[config.mk]
export PLATFORM = sky130hd
export DESIGN_NAME = serial_fsm
export DESIGN_NICKNAME = d
export VERILOG_FILES = /design/src/rtl/serial_fsm.sv
export SDC_FILE = /design/constraint.sdc
export NUM_CORES = 1
export LEC_CHECK = 0
export BUFFER_PORTS_ARGS = -buffer_cell sky130_fd_sc_hd__buf_4
export CAP_MARGIN = 20
export CORE_MARGIN = 1
export CORE_UTILIZATION = 58
export CTS_CLUSTER_SIZE = 24
export DETAILED_ROUTE_END_ITERATION = 7
export HOLD_SLACK_MARGIN = 0.15
export PLACE_DENSITY_LB_ADDON = 0.1
export SYNTH_ARGS = -nofsm -noshare
export SYNTH_HDL_FRONTEND = slang
export SYNTH_SLANG_ARGS = --single-unit
[constraint.sdc]
create_clock -name clk -period 1.8 [get_ports clk]
set_input_delay 0.36 -clock clk [delete_from_list [all_inputs] [get_ports clk]]
set_output_delay 0.36 -clock clk [all_outputs]
set_load 0.01 [all_outputs]
[src/rtl/serial_fsm.sv]
// Serial-to-parallel capture FSM: on a start strobe, shifts in WIDTH bits and presents them on out.
// Define SERIAL_FSM_LSB_FIRST_EN to shift LSB first; the default build shifts MSB first.
module serial_fsm #(
    parameter int unsigned WIDTH = 8
) (
    input  logic             reset,
    input  logic             start,
    input  logic             clk,
    input  logic             in,
    output logic [WIDTH-1:0] out
);

    localparam int unsigned CW = $clog2(WIDTH) + 1;
    localparam logic [CW-1:0] LastBit = CW'(WIDTH - 1);

    typedef enum logic [1:0] {
        StIdle  = 2'd0,
        StShift = 2'd1,
        StDone  = 2'd2
    } state_t;

    state_t           state_q, state_d;
    logic [CW-1:0]    cnt_q, cnt_d;
    logic [WIDTH-1:0] shift_q, shift_d;
    logic [WIDTH-1:0] out_q, out_d;
    logic [WIDTH-1:0] shift_nxt;

    // Shift register contents after absorbing the current serial bit.
    always_comb begin
`ifdef SERIAL_FSM_LSB_FIRST_EN
        shift_nxt = {in, shift_q[WIDTH-1:1]};
`else
        shift_nxt = {shift_q[WIDTH-2:0], in};
`endif
    end

    always_comb begin
        state_d = state_q;
        cnt_d   = cnt_q;
        shift_d = shift_q;
        out_d   = out_q;
        unique case (state_q)
            StIdle: begin
                if (start) begin
                    state_d = StShift;
                    cnt_d   = '0;
                end
            end
            StShift: begin
                shift_d = shift_nxt;
                cnt_d   = cnt_q + CW'(1);
                if (cnt_q == LastBit) begin
                    out_d   = shift_nxt;
                    state_d = StDone;
                end
            end
            StDone: begin
                cnt_d   = '0;
                state_d = StIdle;
            end
            default: begin
                state_d = StIdle;
                cnt_d   = '0;
            end
        endcase
    end

    always_ff @(posedge clk) begin
        if (reset) begin
            state_q <= StIdle;
            cnt_q   <= '0;
            shift_q <= '0;
            out_q   <= '0;
        end else begin
            state_q <= state_d;
            cnt_q   <= cnt_d;
            shift_q <= shift_d;
            out_q   <= out_d;
        end
    end

    assign out = out_q;

endmodule

==> results.toml, run 1 <==
[drt]
remaining_drc_errors = 0
vias = 567
drt_iter0_markers = 9
drtPass1Iterations = 4
avgRoutedWirePerCell_um = 11.41
vias_per_cell = 5.108
antenna_left = 0
wirelength_mm = 1.266

[worst_setup_path]
rrSetupSlack_ns = 0.48
cp.required_ns = 2.04
worstSetupEndpointType = "register"
slowest_delay_ns = 0.41
worstReg2RegEnd = "out[5]"
critPathArrivalTime_ns = 1.56
startpoint_type = "register"
cp_slowest_cell = "dfxtp_1"
critPathKind = "register to register"
reg2reg_from = "cnt_q[0]"
ff2ff_path_depth = 4
crit_fanout = 8
cp_cell_sequence = "ha_1 > nand4b_4 > nor2_8 > mux2i_1"

[sta]
timing.slew.headroom_pct = 72.23
fin_crit_ns = 1.319
worst_pin_slew_ns = 0.4166
setup_viol_count_final = 0
period_share_pct = 73.30
setup_ws_ns = 0.4806
slew_violations = 0
rsz0062_at_grt = "false"
fin_tns_setup_ns = 0
clock-skew-final_ns = 0.002200
max_freq_ghz = 0.7579
hold_violations = 0

[floorplan]
rows = 13
design.core.area_sq_um = 1366
die_y_um = 41.22
io_pins = 12
die_x_um = 41.22
fp.dieArea_sq_um = 1699
initial_core_util_pct = 65.29

[synthesis]
postSynthCellCount = 85
yosysWarnings = 0
yosys.area_share.simple_pct = 25.11
yosysSeqAreaShare_pct = 47.12
synth_area_per_cell_sq_um = 10.50
synth_area_sq_um = 892.1
synth_top_family_by_area = "simple AND/OR/NAND/NOR gates"
syn_nets = 90
synth-compound-area-share_pct = 4.628
ys_types = 19
synth_fa_ha_area_share_pct = 1.403
synth_mux_area_share_pct = 17.95
ys_ff_latch = 21
synth_xor_area_share_pct = 0

[min_path]
min_path_cells = 3
hold_class = "input pin to register"
whs_endpoint = "shift_q[0]"
holdCritStartpoint = "in"

[global_route]
grt_pass1_vias = 460
grt_pass1_wl_mm = 1.897
antenna_found_initial = 0
grt_max_degree = 26
grt_usage_pct = 17.77
grt_overflow = 0

[placement]
dpl_worst_slack_ns = 0.4820
io_buffers = 11
routabilityCongestion = 0.6477

[clock_network]
clk_latency_ns = 0.30
cts_tree = "done"
cts_buffers = 3
cts.sink_count = 21
cts-root-buf = "clkbuf_4"
clk_path_buf_depth = 2
postCtsSetupRepairBufs = 0
cts_resized = 0
clkSlewWorstSetupHoldPaths_ns = 0.12
cts_hold_buf = 0
htreeDepth = 1

[pwr]
p_per_area_nw_per_um2 = 755.6
power_w = 0.0007488
p_leak_nw = 0.4111
vdd_drop_max_mv = 0.5155

[layout]
diodes = 0
final_cell_mix = "dfxtp_1, nand2b_1, mux2i_1, buf_4, nor2_1"
areaGrowthSynthToFinish_pct = 11.08
nets = 102
drive_above_1_share_pct = 17.71
layout_commonest_cell = "dfxtp_1"

[run]
maxCapViolCount = 0

[run_status]
outcome = "finished, final reports clean"
-- cell type report --
cell class | instances | area, sq um
Timing Repair Buffer | 11 | 82.58
Clock inverter | 1 | 5.005
Fill cell | 117 | 375.4
Sequential cell | 21 | 420.4
Clock buffer | 3 | 22.52
Multi-Input combinational cell | 59 | 437.9
Inverter | 1 | 3.754
Tap cell | 15 | 18.77
-- synthesized netlist by cell type --
cell	instances	area, sq um
mux2i_1	16	160.2
inv_1	1	3.750
a21oi_1	4	20.02
nand2b_1	17	106.4
buf_4	2	15.01
nor2_8	1	20.02
a211oi_1	1	7.510
nor2_1	10	37.54
nand4b_4	1	23.77
or2_1	1	6.260
nor3_1	2	10.01
nor3b_1	2	15.01
clkbuf_1	1	3.750
buf_6	1	11.26
a41oi_1	1	8.760
nand3_1	1	5.000
dfxtp_1	21	420.4
o21ai_0	1	5.000
ha_1	1	12.51
-- flip-flops by register name (all words and copies together) (netlist names) --
register  flops
cnt_q         4
out           8
state_q       2
shift_q       7
-- critical path, delay by kind of cell, from the launching register on --
family	cells	cell delay (ns)
flops	1	0.41
simple gates	2	0.39
mux	1	0.20
fa+ha+maj	1	0.26
-- worst max path at each step --
| stage | from | end | slack (ns) | cells after the start |
|---|---|---|---|---|
| finish | cnt_q[0] | out[5] | 0.48 | 4 |
| CTS | cnt_q[0] | out[5] | 0.45 | 4 |
| global route | cnt_q[0] | out[7] | 0.37 | 4 |
| global placement | cnt_q[0] | out[1] | 0.52 | 4 |
| detailed placement | cnt_q[0] | out[2] | 0.48 | 4 |
| floorplan | cnt_q[0] | out[0] | 0.62 | 4 |
-- layer usage --
layer | wire length [um] | track usage, %
met1 | 695 | 24.25
met3 | 37 | 3.261
met4 | 12 | 14.52
met5 | 0 | 0
met2 | 520 | 23.83
-- where the power goes --
group	leakage (nW)	internal [W]	switching [W]
clock network	0.0177	0.0000829	0.000145
logic	0.224	0.0000211	0.0000200
registers	0.170	0.000471	0.00000900
total	0.411	0.000575	0.000174
-- kinds of logic after synthesis --
family	Yosys count
multiplexers	16
adder cells (fa/ha/maj)	1
buffers and inverters	5
flip-flops	21
AO/OA/AOI/OAI	7
AND/OR/NAND/NOR	35
-- per-stage QoR --
| stage | hold slack [ns] | util (%) | instance area, sq um | instances |
|---|---|---|---|---|
| floorplan | 0.4516 | - | 892.1 | 85 |
| global placement | 0.4595 | 70.51 | 963.4 | 107 |
| detailed placement | 0.4637 | 70.51 | 963.4 | 107 |
| CTS | 0.3052 | 72.53 | 991.0 | 111 |
| global route | 0.3294 | 72.53 | 991.0 | 111 |
| finish | 0.3093 | 72.53 | 991.0 | 111 |
(Power assumes the default switching activity.)
==> run 2, diff against run 1 <==
--- a/config.mk
+++ b/config.mk
@@ -8,7 +8,7 @@
 export BUFFER_PORTS_ARGS = -buffer_cell sky130_fd_sc_hd__buf_4
 export CAP_MARGIN = 20
 export CORE_MARGIN = 1
-export CORE_UTILIZATION = 58
+export CORE_UTILIZATION = 54
 export CTS_CLUSTER_SIZE = 24
 export DETAILED_ROUTE_END_ITERATION = 7
 export HOLD_SLACK_MARGIN = 0.15
==> constraint.sdc (replaced) <==
create_clock -name clk -period 1.3 [get_ports clk]
set_input_delay 0.26 -clock clk [delete_from_list [all_inputs] [get_ports clk]]
set_output_delay 0.26 -clock clk [all_outputs]
set_load 0.01 [all_outputs]
==> results.toml, run 2 (synthesized netlist as in run 1, its figures left out) <==
[run_status]
outcome = "finished, final reports clean"

[worst_setup_path]
endpoint = "out[3]"
cp.required_ns = 1.53
reg2reg_from = "cnt_q[0]"
ff2ff_path_depth = 4
worstReg2RegEnd = "out[3]"
worstSetupEndpointType = "register"
critPathKind = "register to register"
rrSetupSlack_ns = 0.09
startpoint_type = "register"
crit_fanout = 8
critPathArrivalTime_ns = 1.44
crit_path_start = "cnt_q[0]"

[sta]
worst_pin_slew_ns = 0.2354
rsz0062_at_grt = "false"
slew_violations = 0
clock-skew-final_ns = 0.002252
fin_crit_ns = 1.207
period_share_pct = 92.83
max_freq_ghz = 0.8286
timing.slew.headroom_pct = 84.29
setup_viol_count_final = 0
hold_violations = 0

[clock_network]
postCtsSetupRepairBufs = 0
htreeDepth = 1
cts-root-buf = "clkbuf_4"
clk_path_buf_depth = 2
clk_latency_ns = 0.30
cts_buffers = 3
cts_hold_buf = 0
clkSlewWorstSetupHoldPaths_ns = 0.11
cts_tree = "done"
cts.sink_count = 21

[run]
maxCapViolCount = 0

[placement]
routabilityCongestion = 0.7939
io_buffers = 11
place_area_sq_um = 994.7
place_inst = 112

[global_route]
grt_max_degree = 26
grt_pass1_wl_mm = 2.249
grt_overflow = 0
grt_pass1_vias = 543
grt_usage_pct = 16.80
antenna_found_initial = 0

[layout]
areaGrowthSynthToFinish_pct = 16.13
nets = 106
multiInputGateArea_sq_um = 450.4
n_fill_cell = 129
layoutNonFillerInstCount = 116
regArea_sq_um = 421.7
diodes = 0
final_cell_mix = "dfxtp_1, nand2b_1, mux2i_1, buf_4, nor2_1"
largest_register_ffs = 8
drive_above_1_share_pct = 23.00
fin_area_sq_um = 1036
layout_commonest_cell = "dfxtp_1"

[floorplan]
die_x_um = 42.65
initial_core_util_pct = 58.54
die_y_um = 42.65
rows = 14
design.core.area_sq_um = 1524
fp.dieArea_sq_um = 1819
io_pins = 12

[drt]
vias = 601
drtPass1Iterations = 2
avgRoutedWirePerCell_um = 11.81
drt_iter0_markers = 5
vias_per_cell = 5.181
remaining_drc_errors = 0
antenna_left = 0
wirelength_mm = 1.370

[min_path]
hold_class = "input pin to register"

[pwr]
vdd_drop_max_mv = 0.6244
p_per_area_nw_per_um2 = 1003
p_leak_nw = 0.4296
## run 2: changes by cell type in the layout (fill, tap and decap cells not counted), sizes merged
cell,delta
buf,+4
## run 2: repair_timing
action | 4_1_cts | 5_1_grt
setup endpoints to repair | 7 | 1
resized for setup | 3 | 0
pin swaps | 1 | 1
endpoints found under the hold margin | 0 | 0
## run 2: worst min-delay path by stage
stage | end | slack, ns | startpoint | cells after the start
after global routing | shift_q[0] | 0.21 | in | 3
after global placement | state_q[1] | 0.46 | state_q[1] | 1
final | shift_q[0] | 0.20 | in | 3
after floorplan | shift_q[0] | 0.40 | in | 2
after CTS | shift_q[0] | 0.19 | in | 3
after detailed placement | state_q[1] | 0.46 | state_q[1] | 1
## run 2: critical path, stage by stage (launching register included)
cell and delay, ns:
dfxtp_1 0.39, ha_4 0.17, nand4b_4 0.15, nor2_8 0.21, mux2i_1 0.21
## run 2: power by group
part	switching (W)	leakage, nW	internal [W]
Clock	0.000191	0.0177	0.000115
Combinational	0.0000345	0.242	0.0000377
Sequential	0.00000919	0.170	0.000652
Total	0.000235	0.430	0.000804
## run 2: stage by stage
step	total power [W]	worst slack (ns)	setup TNS [ns]	hold slack [ns]	util (%)
CTS	0.001061	0.03718	0	0.1940	67.98
detailed placement	0.0007464	-0.004270	-0.004270	0.4608	65.27
global placement	0.0007446	0.05684	0	0.4608	65.27
global route	0.001080	0.01447	0	0.2090	67.98
floorplan	0.0007281	0.1184	0	0.4039	-
finish	0.001039	0.09317	0	0.1994	67.98
## run 2: area by class of cell
class | count | area share [%]
tap | 16 | 1.932
clock inverter | 1 | 0.4831
multi-input combinational | 59 | 43.48
timing repair buffer | 15 | 10.87
inverter | 1 | 0.3623
clock buffer | 3 | 2.174
sequential | 21 | 40.70
## run 2: per-layer routing
metal / vias to the layer above / GRT usage [%] / wire (um)
li1: 318 / - / -
met1: 274 / 21.80 / 681
met2: 7 / 24.85 / 640
met3: 2 / 2.586 / 37
met4: 0 / 12.50 / 10
met5: - / 0 / 0
